File: config.mk
export PLATFORM = sky130hd
export DESIGN_NAME = lfsr_fault_injector
export DESIGN_NICKNAME = d
export VERILOG_FILES = /design/src/rtl/lfsr_fault_injector.sv
export SDC_FILE = /design/constraint.sdc
export NUM_CORES = 1
export LEC_CHECK = 0
export CORE_ASPECT_RATIO = 2
export CORE_MARGIN = 2
export CORE_UTILIZATION = 50
export CTS_CLUSTER_DIAMETER = 120
export DETAILED_ROUTE_END_ITERATION = 8
export PLACE_DENSITY = 0.87
export SLEW_MARGIN = 20
export SYNTH_ARGS = -nofsm -noshare
export SYNTH_HDL_FRONTEND = slang
export SYNTH_SLANG_ARGS = --single-unit
File: constraint.sdc
create_clock -name i_clk -period 10.44 [get_ports i_clk]
set_input_delay 2.088 -clock i_clk [delete_from_list [all_inputs] [get_ports i_clk]]
set_output_delay 2.088 -clock i_clk [all_outputs]
set_load 0.02 [all_outputs]
File: src/rtl/lfsr_fault_injector.sv
//==============================================================================
// Module: lfsr_fault_injector
//
// Purpose
//   Fault injector that sits between a valid/ready data source and the
//   protected unit under test. Every Nth accepted beat, the pseudo-random mask
//   from an upstream LFSR is shaped into a fault mask and XORed into that beat.
//   The datapath is a single registered pipeline stage with full throughput.
//   After each injection slot the block spends one cycle in ADVANCE. During
//   that cycle it pulses o_lfsr_enable so that the LFSR presents a fresh mask
//   for the next injection.
//
// Parameters
//   DATA_W    data width, at most 32 (mask bits [DATA_W-1:0] are used)
//   PERIOD_W  width of i_cfg_period and the internal beat counter
//   CNT_W     width of o_fault_count
//
// Ports
//   i_clk          system clock, rising edge
//   i_rst          synchronous active-high reset
//   i_cfg_enable   1 = injection armed, 0 = pure pass-through
//   i_cfg_mode     00 off, 01 single-bit, 10 sparse, 11 full mask
//   i_cfg_period   inject on every Nth accepted beat (0 behaves as 1)
//   i_lfsr_mask    pseudo-random mask from the LFSR
//   o_lfsr_enable  one-cycle pulse asking the LFSR to advance
//   i_s_valid      upstream beat valid
//   o_s_ready      upstream beat accepted when i_s_valid & o_s_ready
//   i_s_data       upstream data
//   o_m_valid      downstream beat valid
//   i_m_ready      downstream accept
//   o_m_data       registered i_s_data XOR fault mask
//   o_m_fault      1 when the current o_m_data beat carries a nonzero mask
//   o_fault_count  corrupted beats since reset, saturating at all-ones
//==============================================================================
module lfsr_fault_injector #(
    parameter int DATA_W   = 32,
    parameter int PERIOD_W = 16,
    parameter int CNT_W    = 16
) (
    input  logic                i_clk,
    input  logic                i_rst,
    input  logic                i_cfg_enable,
    input  logic [1:0]          i_cfg_mode,
    input  logic [PERIOD_W-1:0] i_cfg_period,
    input  logic [31:0]         i_lfsr_mask,
    output logic                o_lfsr_enable,
    input  logic                i_s_valid,
    output logic                o_s_ready,
    input  logic [DATA_W-1:0]   i_s_data,
    output logic                o_m_valid,
    input  logic                i_m_ready,
    output logic [DATA_W-1:0]   o_m_data,
    output logic                o_m_fault,
    output logic [CNT_W-1:0]    o_fault_count
);

    // Width of the bit index used by single-bit mode. The minimum is 1, so
    // that a 1-bit datapath still has a legal slice.
    localparam int          IDX_W    = (DATA_W > 1) ? $clog2(DATA_W) : 1;
    localparam logic [31:0] DATA_W_U = DATA_W;

    localparam logic [1:0] MODE_OFF    = 2'b00;
    localparam logic [1:0] MODE_SINGLE = 2'b01;
    localparam logic [1:0] MODE_SPARSE = 2'b10;
    localparam logic [1:0] MODE_FULL   = 2'b11;

    typedef enum logic [1:0] {
        ST_IDLE    = 2'b00,
        ST_ARMED   = 2'b01,
        ST_ADVANCE = 2'b10
    } state_e;

    state_e                r_state;
    state_e                w_stateNext;
    logic [PERIOD_W-1:0]   r_beatCnt;
    logic [PERIOD_W-1:0]   w_beatCntNext;

    logic                  r_mValid;
    logic [DATA_W-1:0]     r_mData;
    logic                  r_mFault;
    logic [CNT_W-1:0]      r_faultCount;

    logic                  w_enabled;
    logic                  w_accept;
    logic                  w_hit;
    logic [PERIOD_W-1:0]   w_periodLast;
    logic [DATA_W-1:0]     w_mask;
    logic [IDX_W-1:0]      w_bitIdx;
    logic [DATA_W-1:0]     w_oneHot;
    logic [DATA_W-1:0]     w_sparse;
    logic [DATA_W-1:0]     w_faultMask;
    logic [DATA_W-1:0]     w_appliedMask;

    // Injection is live only with the enable set and a non-off mode. Either
    // condition dropping sends the FSM back to IDLE.
    assign w_enabled = i_cfg_enable & (i_cfg_mode != MODE_OFF);

    // The upstream side is accepted whenever the output register is free or
    // being drained. The exception is the ADVANCE cycle, which is reserved
    // for the LFSR to step, so the stream pauses for that one cycle.
    assign o_s_ready = (r_state != ST_ADVANCE) & (~r_mValid | i_m_ready);
    assign w_accept  = i_s_valid & o_s_ready;

    // A period of 0 behaves the same as a period of 1, which injects every beat.
    assign w_periodLast = (i_cfg_period == '0) ? '0 : (i_cfg_period - PERIOD_W'(1));

    // The compare is >= so that a period shortened below the current count
    // takes effect on the very next accepted beat.
    assign w_hit = (r_state == ST_ARMED) & w_enabled & w_accept
                 & (r_beatCnt >= w_periodLast);

    // Candidate masks, all derived from the LFSR word present on the accept
    // cycle. The modulo is a no-op for power-of-two widths.
    assign w_mask   = i_lfsr_mask[DATA_W-1:0];
    assign w_bitIdx = IDX_W'(32'(i_lfsr_mask[IDX_W-1:0]) % DATA_W_U);
    assign w_oneHot = DATA_W'(1) << w_bitIdx;
    assign w_sparse = w_mask & ~(w_mask >> 1);

    // Select the shaped mask for the configured mode. Off mode never corrupts.
    always_comb begin
        w_faultMask = '0;
        case (i_cfg_mode)
            MODE_SINGLE: w_faultMask = w_oneHot;
            MODE_SPARSE: w_faultMask = w_sparse;
            MODE_FULL:   w_faultMask = w_mask;
            default:     w_faultMask = '0;
        endcase
    end

    // Only the injection beat sees the mask. Every other beat passes untouched.
    assign w_appliedMask = w_hit ? w_faultMask : '0;

    // FSM next-state and beat counter update.
    // In IDLE the counter is held at zero so that arming always starts a fresh
    // period. In ARMED the counter only moves on accepted beats, so stalls
    // freeze it. ADVANCE always lasts exactly one cycle.
    always_comb begin
        w_stateNext   = r_state;
        w_beatCntNext = r_beatCnt;
        case (r_state)
            ST_IDLE: begin
                w_beatCntNext = '0;
                if (w_enabled) begin
                    w_stateNext = ST_ARMED;
                end
            end
            ST_ARMED: begin
                if (!w_enabled) begin
                    w_stateNext   = ST_IDLE;
                    w_beatCntNext = '0;
                end else if (w_accept) begin
                    if (w_hit) begin
                        w_stateNext   = ST_ADVANCE;
                        w_beatCntNext = '0;
                    end else begin
                        w_beatCntNext = r_beatCnt + PERIOD_W'(1);
                    end
                end
            end
            ST_ADVANCE: begin
                w_beatCntNext = '0;
                w_stateNext   = w_enabled ? ST_ARMED : ST_IDLE;
            end
            default: begin
                w_stateNext   = ST_IDLE;
                w_beatCntNext = '0;
            end
        endcase
    end

    // State register and beat counter.
    always_ff @(posedge i_clk) begin
        if (i_rst) begin
            r_state   <= ST_IDLE;
            r_beatCnt <= '0;
        end else begin
            r_state   <= w_stateNext;
            r_beatCnt <= w_beatCntNext;
        end
    end

    // Output pipeline register.
    // A new beat loads on accept. Without an accept, a downstream handshake
    // empties the stage. The fault flag is cleared together with valid, so it
    // can never be seen on an empty stage. While stalled, everything holds.
    always_ff @(posedge i_clk) begin
        if (i_rst) begin
            r_mValid <= 1'b0;
            r_mData  <= '0;
            r_mFault <= 1'b0;
        end else if (w_accept) begin
            r_mValid <= 1'b1;
            r_mData  <= i_s_data ^ w_appliedMask;
            r_mFault <= |w_appliedMask;
        end else if (i_m_ready) begin
            r_mValid <= 1'b0;
            r_mFault <= 1'b0;
        end
    end

    // Count of beats that were actually corrupted.
    // An injection slot with an all-zero mask still uses up its slot but does
    // not count. The counter sticks at all-ones instead of wrapping.
    always_ff @(posedge i_clk) begin
        if (i_rst) begin
            r_faultCount <= '0;
        end else if (w_hit && (|w_faultMask) && (r_faultCount != '1)) begin
            r_faultCount <= r_faultCount + CNT_W'(1);
        end
    end

    // The LFSR step request comes straight from the ADVANCE state. It is
    // masked by reset, so a reset that lands in that cycle does not let a
    // pulse escape.
    assign o_lfsr_enable = (r_state == ST_ADVANCE) & ~i_rst;

    assign o_m_valid     = r_mValid;
    assign o_m_data      = r_mData;
    assign o_m_fault     = r_mFault;
    assign o_fault_count = r_faultCount;

endmodule

==> impl_metrics.json <==
{
  "fin_area_um2": 6710,
  "postSynth.topFlopCell": "dfxtp_1",
  "ordered_list_of_cells_on_the_worst_path": "clkdlybuf4s50_1, or4_1, nor4_1, nand4b_1, and2_1, ha_1, nand2b_1, a31oi_1, o221ai_1, o2bb2ai_2, buf_4, nand3b_1, or4_1, a21oi_1",
  "cts_hold_buffers": 0,
  "hold_path_start": "o_m_data[16]",
  "timing.reg2reg.worst_path_depth": 9,
  "gr-max-usage-layer": "met2",
  "final_layout_size_suffix_gt1_frac": 0.0539,
  "grt_first_pass_wirelength_um": 24500,
  "postCtsResizedCells": 0,
  "cp-startpoint": "i_cfg_period[9]",
  "grt_util_met3": 0.0436,
  "n_antenna_cell": 0,
  "synthesis.instances": 642,
  "core.rowCount": 51,
  "synth_seq_cells": 68,
  "number_of_enable_type_register_cells_in_the_synthesized_netlist": 0,
  "yosys.area.top_type": "dfxtp_1",
  "grt.overflow.total": 0,
  "swShare": 0.270,
  "boundaryPins": 139,
  "gp_routability_congestion": 0.936,
  "ys.warnings.count": 0,
  "layout.area.seq_um2": 1360,
  "outcome": "finished clean",
  "power.sequential.fraction": 0.371,
  "worst-r2r-setup-slack_ns": 7.12,
  "regToRegStartpoint": "r_state[0]",
  "finalClockSkew_ns": 0.00685,
  "drv_slew": 0,
  "critical_path.startpoint_type": "input port",
  "setup-tns-final_ns": 0,
  "cts-root-buf": "clkbuf_16",
  "pwr-share-clk": 0.422,
  "place_area_um2": 6390,
  "worst_path_buffer_plus_inverter_count": 2,
  "grtUsageMet1": 0.273,
  "portBuffers": 138,
  "final_nets": 862,
  "timing.final.hold_violations": 0,
  "detail_route.first_pass.iterations": 7,
  "vias_per_cell": 5.88,
  "drv_cap": 0,
  "max_freq_mhz": 152,
  "chipHeight_um": 145,
  "n_fill_cell": 835,
  "cpMostUsedCell": "or4_1",
  "first_global_vias": 5301,
  "synth.area.top_cells": "dfxtp_1 27%, xor2_1 8.9%, nor2_1 6.1%, ha_1 5.0%, nand3_1 5.0%",
  "tritoncts.num_buffers": 9,
  "wl_um": 15400,
  "capture_point_of_the_worst_reg_to_reg_path": "o_fault_count[13]",
  "critPathTopFamily": "simple AND/OR/NAND/NOR gates",
  "yosysTopAreaCellShare": 0.272,
  "preCtsSetupSlack_ns": 3.59,
  "routed-via-count": 5249,
  "drt-wirelength-per-cell_um": 17.3,
  "max_slew_margin": 0.493,
  "layout_common_cells": "137 x clkdlybuf4s50_1, 81 x nor2_1, 68 x dfxtp_1, 51 x xor2_1, 50 x nand3_1",
  "setup.worst_path.end_class": "flop",
  "post-route-worst-setup-slack_ns": 3.88,
  "asyncSetResetFlopFracSynth": 0,
  "crit_fanout": 38,
  "initial_core_util": 0.512,
  "cts_tree": "yes",
  "p_comb_frac": 0.207,
  "grt_setup_unrepaired": "no",
  "cts.path.max_buffers": 2,
  "hp-class": "reg -> reg",
  "tightest_slew_ns": 0.760,
  "h-tree-depth": 3,
  "critical_path_depth": 14,
  "critical_path_required_ns": 10.70,
  "utilization": 0.687,
  "layout.cells.most_common": "clkdlybuf4s50_1",
  "post_synth.cell_area_avg_um2": 7.79,
  "crit_slowest_cell": "or4_1",
  "drt_iter0_drc": 347,
  "total_setup_violations_reported_at_the_end_of_the_flow": 0,
  "route.detailed.drc": 0,
  "setup.worst_path.end": "o_fault_count[13]",
  "grt_start_max_net_pins": 73,
  "mappedNetlistArea_um2": 5000,
  "timing.final.crit_share": 0.628,
  "critical-path-max-stage-delay_ns": 0.60,
  "synthDistinctLibCells": 58,
  "postCtsSetupRepairBufs": 0,
  "area_of_the_multi_input_gates_um2": 3350,
  "area_growth_syn_to_layout_pct": 34.0,
  "global_route.usage.total": 0.289,
  "power_report.internal_total_uw": 542,
  "cellLeakagePower_uw": 0.00240,
  "clkLatencyLatePin_ns": 0.34,
  "ys_seq_area_frac": 0.272,
  "vdd_ir_drop_max_v": 0.0000796,
  "period_minus_slack_ns": 6.56,
  "hpwl_after_detailed_placement_um": 12000,
  "clk_pin_slew_ns": 0.06,
  "power_density_nw_per_um2": 111,
  "met2_usage": 0.535,
  "die_w_um": 74.7,
  "design.die.area_um2": 10900,
  "setup_cp_type": "in -> reg",
  "antenna_violating_nets_post_route": 0,
  "crit_arrival_ns": 6.82,
  "synthesized_net_count": 749,
  "tritoncts_num_sinks": 68,
  "antenna_found_initial": 0,
  "power.net_switching_uw": 201,
  "core_area_um2": 9760
}
-- routing by layer --
layer  up-vias  wire length [um]
met2       243              8470
met1      2389              5240
met3        67               700
met5         -                 0
li1       2550                 -
met4         0               989
-- state kept, by name, indices dropped and copies added, names as in the netlist --
signal         count
o_fault_count     16
r_state            2
o_m_fault          1
r_beatCnt         16
o_m_valid          1
o_m_data          32
-- worst min-delay path by stage --
stage | endpoint | slack (ns) | depth (start not counted)
after floorplan | r_beatCnt[15] | 0.49 | 2
after global placement | o_fault_count[11] | 0.48 | 2
final | o_m_data[16] | 0.50 | 2
after global routing | o_m_data[2] | 0.53 | 2
after CTS | o_m_data[5] | 0.50 | 2
after detailed placement | o_m_data[16] | 0.49 | 2
-- synth_stat cells (all sizes together), types with 4 or more instances --
cell      n
nor3b     5
mux2      7
nor2b    18
nand2b   26
nor2     81
or3       4
nor3     16
o21ai    18
and3      5
dfxtp    68
clkbuf   22
o31ai    12
a2111oi   4
buf      20
nand2    41
a211oi   33
a21oi    16
inv      25
xnor2    10
nor4      8
or4       9
xor2     51
o211ai   15
and4      4
ha       20
nand4     5
and2      6
nand3    50
a32o     14
-- cell families after synthesis --
group | count (synthesis) | share of synthesized area
adders and majority gates | 20 | 0.0500
AOI/OAI and AO/OA | 130 | 0.192
xor gates and xnor gates | 61 | 0.107
buffers and inverters | 67 | 0.0593
and+or+nand+nor | 286 | 0.299
muxes | 10 | 0.0218
DFF | 68 | 0.272
-- power groups by stage --
| stage | clock (uW) | combinational (uW) | sequential, uW |
|---|---|---|---|
| 2_1_floorplan | 0 | 65.5 | 293 |
| 3_3_place_gp | 0 | 149 | 281 |
| 3_5_place_dp | 0 | 152 | 282 |
| 4_1_cts | 316 | 153 | 276 |
| 5_1_grt | 328 | 166 | 277 |
| 6_report | 314 | 154 | 276 |
-- final cells by class --
type                            count  share of cell area
Multi-Input combinational cell    507               0.500
Clock inverter                      5             0.00877
Timing Repair Buffer              144               0.212
Clock buffer                       11              0.0377
Tap cell                          132              0.0246
Inverter                           25              0.0140
Sequential cell                    68               0.203
-- worst reg2reg max path, cell delays in order, from the launching register on --
cell	delay (ns)
dfxtp_1	0.35
nand2b_1	0.15
and3_2	0.19
buf_4	0.55
and3_1	0.32
o2bb2ai_2	0.11
buf_4	0.39
nand3b_1	0.43
or4_1	0.61
a21oi_1	0.17
-- stage by stage --
step	hold WS (ns)	total power, uW	cells
6_report	0.498	744	892
5_1_grt	0.526	770	892
4_1_cts	0.503	745	892
3_5_place_dp	0.492	434	876
3_3_place_gp	0.484	430	876
2_1_floorplan	0.485	358	642
Note: power is estimated with default switching activity, not from simulation.
